[config.mk]
export PLATFORM = sky130hd
export DESIGN_NAME = dm_port_arbiter
export DESIGN_NICKNAME = d
export VERILOG_FILES = /design/src/rtl/dm_port_arbiter.sv
export SDC_FILE = /design/constraint.sdc
export NUM_CORES = 1
export LEC_CHECK = 0
export CORE_MARGIN = 1.5
export CORE_UTILIZATION = 25
export CTS_CLUSTER_SIZE = 8
export DETAILED_ROUTE_END_ITERATION = 12
export PLACE_DENSITY = 0.86
export SYNTH_ARGS = -nofsm -noshare
export SYNTH_HDL_FRONTEND = slang
export SYNTH_SLANG_ARGS = --single-unit
[constraint.sdc]
create_clock -name clk -period 1.9 [get_ports clk]
set_clock_uncertainty 0.1 [all_clocks]
set_input_delay 0.19 -clock clk [delete_from_list [all_inputs] [get_ports clk]]
set_output_delay 0.19 -clock clk [all_outputs]
set_load 0.01 [all_outputs]
[src/rtl/dm_port_arbiter.sv]
// rtl/dm_port_arbiter.sv - two-requester arbiter for the single data memory port (CPU priority, DMA bursts)
module dm_port_arbiter #(
    parameter int ADDR_W    = 16,
    parameter int DATA_W    = 16,
    parameter int MAX_WAIT  = 4,
    parameter int BURST_MAX = 8
) (
    input  logic              clk,
    input  logic              reset,
    input  logic              cpu_en,
    input  logic              cpu_rw,
    input  logic [ADDR_W-1:0] cpu_addr,
    input  logic [DATA_W-1:0] cpu_wdata,
    output logic [DATA_W-1:0] cpu_rdata,
    output logic              cpu_stall,
    input  logic              dma_req,
    input  logic              dma_rw,
    input  logic [ADDR_W-1:0] dma_addr,
    input  logic [DATA_W-1:0] dma_wdata,
    input  logic              dma_last,
    output logic              dma_gnt,
    output logic [DATA_W-1:0] dma_rdata,
    output logic              dma_rvalid,
    output logic              mem_en,
    output logic              mem_rw,
    output logic [ADDR_W-1:0] mem_addr,
    output logic [DATA_W-1:0] mem_wdata,
    input  logic [DATA_W-1:0] mem_rdata,
    output logic              owner_dma
);

    localparam int WW = $clog2(MAX_WAIT + 1);
    localparam int BW = (BURST_MAX > 1) ? $clog2(BURST_MAX) : 1;
    localparam logic [WW-1:0] WAIT_SAT  = WW'(MAX_WAIT);
    localparam logic [BW-1:0] BEAT_LAST = BW'(BURST_MAX - 1);

    typedef enum logic {
        S_CPU = 1'b0,
        S_DMA = 1'b1
    } state_t;

    state_t        state, state_n;
    logic [WW-1:0] wait_cnt, wait_n;
    logic [BW-1:0] beat_cnt, beat_n;
    logic          beat;

    // Grant decision: CPU wins unless the DMA has starved or already owns a burst;
    // everything is held off while reset is asserted.
    always_comb begin
        dma_gnt   = 1'b0;
        cpu_stall = 1'b0;
        if (reset) begin
            if (state == S_DMA) begin
                dma_gnt   = dma_req;
                cpu_stall = cpu_en;
            end else begin
                dma_gnt   = dma_req && (!cpu_en || wait_cnt == WAIT_SAT);
                cpu_stall = cpu_en && dma_gnt;
            end
        end
    end

    // Memory port mux; CPU values are driven when idle so the bus never floats to X.
    always_comb begin
        mem_en    = reset && cpu_en && !cpu_stall;
        mem_rw    = cpu_rw;
        mem_addr  = cpu_addr;
        mem_wdata = cpu_wdata;
        if (dma_gnt) begin
            mem_en    = 1'b1;
            mem_rw    = dma_rw;
            mem_addr  = dma_addr;
            mem_wdata = dma_wdata;
        end
    end

    assign beat      = dma_req && dma_gnt;
    assign cpu_rdata = mem_rdata;
    assign dma_rdata = mem_rdata;
    assign owner_dma = (state == S_DMA);

    // Next-state: burst tracking and the saturating starvation counter.
    always_comb begin
        state_n = state;
        beat_n  = beat_cnt;
        wait_n  = wait_cnt;

        if (!dma_req) begin
            wait_n = '0;
        end else if (beat) begin
            wait_n = '0;
        end else if (wait_cnt != WAIT_SAT) begin
            wait_n = wait_cnt + WW'(1);
        end

        if (state == S_CPU) begin
            if (beat && !dma_last && BURST_MAX > 1) begin
                state_n = S_DMA;
                beat_n  = BW'(1);
            end
        end else begin
            if (!dma_req) begin
                state_n = S_CPU;
                beat_n  = '0;
            end else if (beat && (dma_last || beat_cnt == BEAT_LAST)) begin
                state_n = S_CPU;
                beat_n  = '0;
            end else if (beat) begin
                beat_n  = beat_cnt + BW'(1);
            end
        end
    end

    // State registers; an asynchronous reset abandons any burst in flight.
    always_ff @(posedge clk or negedge reset) begin
        if (!reset) begin
            state      <= S_CPU;
            wait_cnt   <= '0;
            beat_cnt   <= '0;
            dma_rvalid <= 1'b0;
        end else begin
            state      <= state_n;
            wait_cnt   <= wait_n;
            beat_cnt   <= beat_n;
            dma_rvalid <= dma_gnt && !dma_rw;
        end
    end

endmodule
# Word-level counts from Yosys, hierarchy flattened
# Cells that the tools add are included.
[op_classes]
magnitude_cmp = 0
reduce_logical = 16
multipliers = 0
eq_ne = 5
bitwise = 0
shifts = 0
mux = 20
add_sub_neg = 2
div = 0
[op_table]
columns = ["operator", "n"]
rows = [
  ["16-bit 2-to-1 mux", 2],
  ["3-bit 2-to-1 mux", 8],
  ["1-bit 2-to-1 mux", 10],
  ["1-bit logical AND", 8],
  ["3-bit by 1-bit adder with 3-bit output (second input constant)", 2],
  ["3-bit equality test (second input constant)", 2],
  ["1-bit zero test", 4],
  ["4-bit by 2-bit inequality test with 1-bit output (second input constant)", 1],
  ["3-bit by 1-bit inequality test with 1-bit output (second input constant)", 1],
  ["3-bit inequality test (second input constant)", 1],
  ["1-bit logical OR", 2],
  ["2-bit AND reduction", 1],
  ["2-bit nonzero test", 1],
]
[totals]
inputBits = 87
latch_bits = 0
output_inout_bits = 70
romBits = 0
mem_count = 0
mem_bits_rw = 0
wordCells = 47
register_bits = 8

# Logic depth before layout (Yosys ltp)
[depth]
depth_word = 10
depth_mapped = 8
mapped_depth_nobuf = 6

# Worst setup path after synthesis
# No wires, ideal clock.
[synth_timing]
kind = "register to output"
start = "reg wait_cnt[0]"
end = "out mem_wdata[10]"
path_buffers = 2
t_required_ns = 1.610
slack_ns = 0.072
t_arrival_ns = 1.538
path_stages_with_launch = 8
path_cell_list = "dfrtp_1 -> inv_1 -> ha_1 -> nand2_2 -> a21oi_4 -> buf_6 -> buf_6 -> mux2_1"
[synth_between]
elab_chain_len = 6
[synth_lines]
columns = ["item", "line_no", "rtl"]
rows = [
  ["start: declaration", "43", "logic [WW-1:0] wait_cnt, wait_n;"],
  ["start signal: assignment", "123", "wait_cnt <= wait_n;"],
  ["3-bit equality test", "57", "dma_gnt = dma_req && (!cpu_en || wait_cnt == WAIT_SAT);"],
  ["1-bit logical OR", "57", ""],
  ["1-bit logical AND", "57", ""],
  ["1-bit 2-to-1 mux", "53", "if (state == S_DMA) begin"],
  ["1-bit 2-to-1 mux", "52", "if (reset) begin"],
  ["named net dma_gnt", "21", "output logic dma_gnt,"],
  ["16-bit 2-to-1 mux", "69", "if (dma_gnt) begin"],
  ["end: declaration", "27", "output logic [DATA_W-1:0] mem_wdata,"],
]
# The timed path passes the listed nets, and every way through them passes these cells.

# Worst setup path after layout
[layout_timing]
start = "reg wait_cnt[0]"
end = "out mem_wdata[7]"
[layout_between]
elab_chain_len = 6
[layout_lines]
columns = ["item", "line_no"]
rows = [
  ["3-bit equality test", "57"],
  ["1-bit logical OR", "57"],
  ["1-bit logical AND", "57"],
  ["1-bit 2-to-1 mux", "53"],
  ["1-bit 2-to-1 mux", "52"],
  ["16-bit 2-to-1 mux", "69"],
]
# Every way passes these cells.

==> metrics.md <==
| Metric | Value |
|---|---|
| Setup repair after global routing missed its margin | `true` |
| Largest net degree at the start of global routing | `13` |
| Area leader, netlist | `buf_4` |
| Yosys cell types | `26` |
| Relative slew slack | `85.6%` |
| Seq/Total Area, Yosys | `17.8%` |
| GR Util All Layers | `15.2%` |
| Post-synth top area share | `21.3%` |
| Final Power | `0.000987 W` |
| Number of synthesis warnings | `0` |
| Starting Density | `25.9%` |
| Internal Power | `0.000723 W` |
| Post-layout minimum cycle time | `2.07 ns` |
| Failing checks | `setup timing` |
| Die height | `70.2 um` |
| EDFF count, synth | `0` |
| Final worst slack | `-0.174 ns` |
| GP Congestion | `0.838` |
| Cell Area, Placed | `2090 sq um` |
| Final TNS setup | `-4.75 ns` |
| MaxCap Viol Count | `0` |
| # IOs | `157` |
| Die area | `4920 sq um` |
| Reg power frac | `20.3%` |
| Startpoint Class | `flop` |
| Initial antenna violation count | `0` |
| Reg-to-Reg End | `beat_cnt[2]` |
| Area grow syn2layout | `117%` |
| CP max FO | `11` |
| Number of antenna-violating nets in the routed design | `0` |
| First-pass DRT Iterations | `4` |
| Port bufs | `108` |
| Synth cell count leaders | `buf_4, mux2_1, mux2_2` |
| Max Root-Sink Buffers | `2` |
| Clk network pwr share | `20.1%` |
| Worst-Skew Late Latency | `0.22 ns` |
| Syn Std Cell Area | `1130 sq um` |
| DR iter-0 viols | `43` |
| WP data required | `1.61 ns` |
| Global route overflow | `0` |
| Synth async-reset ratio | `100%` |
| # DRC | `0` |
| Via count | `1201` |
| Share of cells above drive strength 1 | `45.4%` |
| PwrDens | `404 nW/um^2` |
| Mean area per synthesized cell | `9.32 sq um` |
| Peak supply drop | `0.199 mV` |
| Vias in the first global route | `1347` |
| Leakage | `1.12 nW` |
| Synth Flop Type | `dfrtp_1` |
| CTS buffer count | `3` |
| Site Rows | `24` |
| R2R depth | `8` |
| Wire length per cell | `14.5 um` |
| CTS sink count | `8` |
| NetSw | `0.000264 W` |
| Slew Viols, Final | `0` |
| Post-Syn Instances | `121` |
| Worst-path clk slew | `0.04 ns` |
| Net Sw Frac | `26.7%` |
| CTS Root Cell | `clkbuf_8` |
| Layout Cells excl Fill | `270` |
| DIE WIDTH | `70.2 um` |
| TritonCTS clock tree | `built` |
| Post-Route WL | `3920 um` |
| Worst reg2reg path startpoint | `wait_cnt[0]` |
| First-pass GRT wire length | `5980 um` |
| Via-to-Cell Ratio | `4.45` |
| Pre-CTS WS | `-0.414 ns` |
| Core ar. | `4350 sq um` |
| Top cells by area, synth | `buf_4, dfrtp_1, mux2_1` |
| Run status | `finished, violations left` |
| Tcrit/Tclk final | `109%` |
| Worst-Margin Slew | `0.214 ns` |
| Mapped Nets | `212` |
| CP endpoint kind | `output pin` |
| Top-count cell post-synth | `buf_4` |
| H-tree depth reported by CTS | `1` |
| Number of diodes | `0` |
| Combinational share of power | `59.6%` |
| Flop2flop setup slack | `0.13 ns` |
| Final setup vio count | `33` |
| Critical path arrival | `1.78 ns` |
| Synth Register Bits | `8` |
| Hold Fails Final Rpt | `0` |
| DP Cell Count | `255` |
| Hold crit path type | `in2async` |
| Maximum achievable frequency | `482 MHz` |
| Post-DP HPWL | `2630 um` |
| Critical path class | `reg2out` |
| Final nets | `311` |
| Final instance area | `2440 sq um` |
[cell usage in the layout, fill, tap and decap left out, drive strengths merged]
master / n
clkdlybuf4s50: 72
buf: 57
mux2: 33
dfrtp: 8
nand2: 7
a21oi: 6
inv: 6
ha: 4
nor2: 3
clkbuf: 3
nor2b: 3
nand3: 2
nand2b: 2
mux2i: 2
dlygate4sd2: 2
o21ai: 1
and3: 1
a31o: 1
o21a: 1
a311oi: 1
nor3: 1
a311o: 1
xnor2: 1
[cells by family after synthesis]
group           synth area share [%]
mux                             34.7
flops                           17.8
simple gates                    8.43
fa+ha+maj                       4.44
buf+inv                         26.6
xor+xnor                       0.777
compound gates                  7.21
[area by class of cell]
cell class,instances,area [sq um]
Fill cell,362,1910
Timing Repair Buffer,131,1340
Multi-Input combinational cell,70,773
Sequential cell,8,200
Tap cell,52,65.1
Clock buffer,3,41.3
Inverter,6,22.5
[worst max path at each step]
| stage | startpoint | endpoint | slack, ns | depth (start not counted) |
|---|---|---|---|---|
| 2_1_floorplan | wait_cnt[0] | mem_wdata[10] | 0.07 | 7 |
| 3_3_place_gp | cpu_en | mem_rw | -0.41 | 6 |
| 3_5_place_dp | cpu_en | mem_wdata[15] | -0.41 | 6 |
| 4_1_cts | wait_cnt[1] | mem_addr[11] | -0.33 | 8 |
| 5_1_grt | wait_cnt[0] | mem_wdata[7] | -0.24 | 8 |
| 6_report | wait_cnt[0] | mem_wdata[7] | -0.17 | 8 |
[power by group through the flow]
| stage | registers [W] | logic (W) | clock network, W |
|---|---|---|---|
| floorplan | 0.000202 | 0.000231 | 0 |
| global placement | 0.000200 | 0.000463 | 0 |
| detailed placement | 0.000201 | 0.000468 | 0 |
| CTS | 0.000199 | 0.000557 | 0.000207 |
| global route | 0.000202 | 0.000626 | 0.000223 |
| finish | 0.000200 | 0.000588 | 0.000198 |
[critical path: stages, from the launching register on]
cell and delay [ns]:
dfrtp_1 0.38, inv_2 0.08, ha_4 0.15, nand2_4 0.05
a21oi_4 0.16, buf_4 0.15, buf_12 0.14, mux2_4 0.32
buf_6 0.12
[metrics by stage]
step	hold slack (ns)	utilization, %
floorplan	-0.206	-
global placement	0.280	48.0
global route	0.235	56.1
finish	0.215	56.1
detailed placement	0.280	48.0
CTS	0.217	54.5
[timing repair]
| item | CTS | global route |
|---|---|---|
| gates cloned | 3 | 0 |
| pin swaps | 2 | 2 |
| setup endpoints to repair | 36 | 34 |
| hold buffers | 0 | 0 |
| buffers inserted | 6 | 6 |
| gates resized for setup | 197 | 23 |
[metal layers]
layer  part of all wire, %  up-vias  global-route usage (%)  wire length (um)
li1                      -      573                       -                 -
met1                    38      561                    16.5              1500
met2                    54       65                    28.6              2130
met3                   6.7        2                    3.17               264
met4                  0.69        0                    5.56                27
met5                     0        -                       0                 0
[flip-flops by register name (all words and copies together) (netlist names)]
register / cells
owner_dma: 1
wait_cnt: 3
dma_rvalid: 1
beat_cnt: 3
Note: power is estimated with default switching activity, not from simulation.
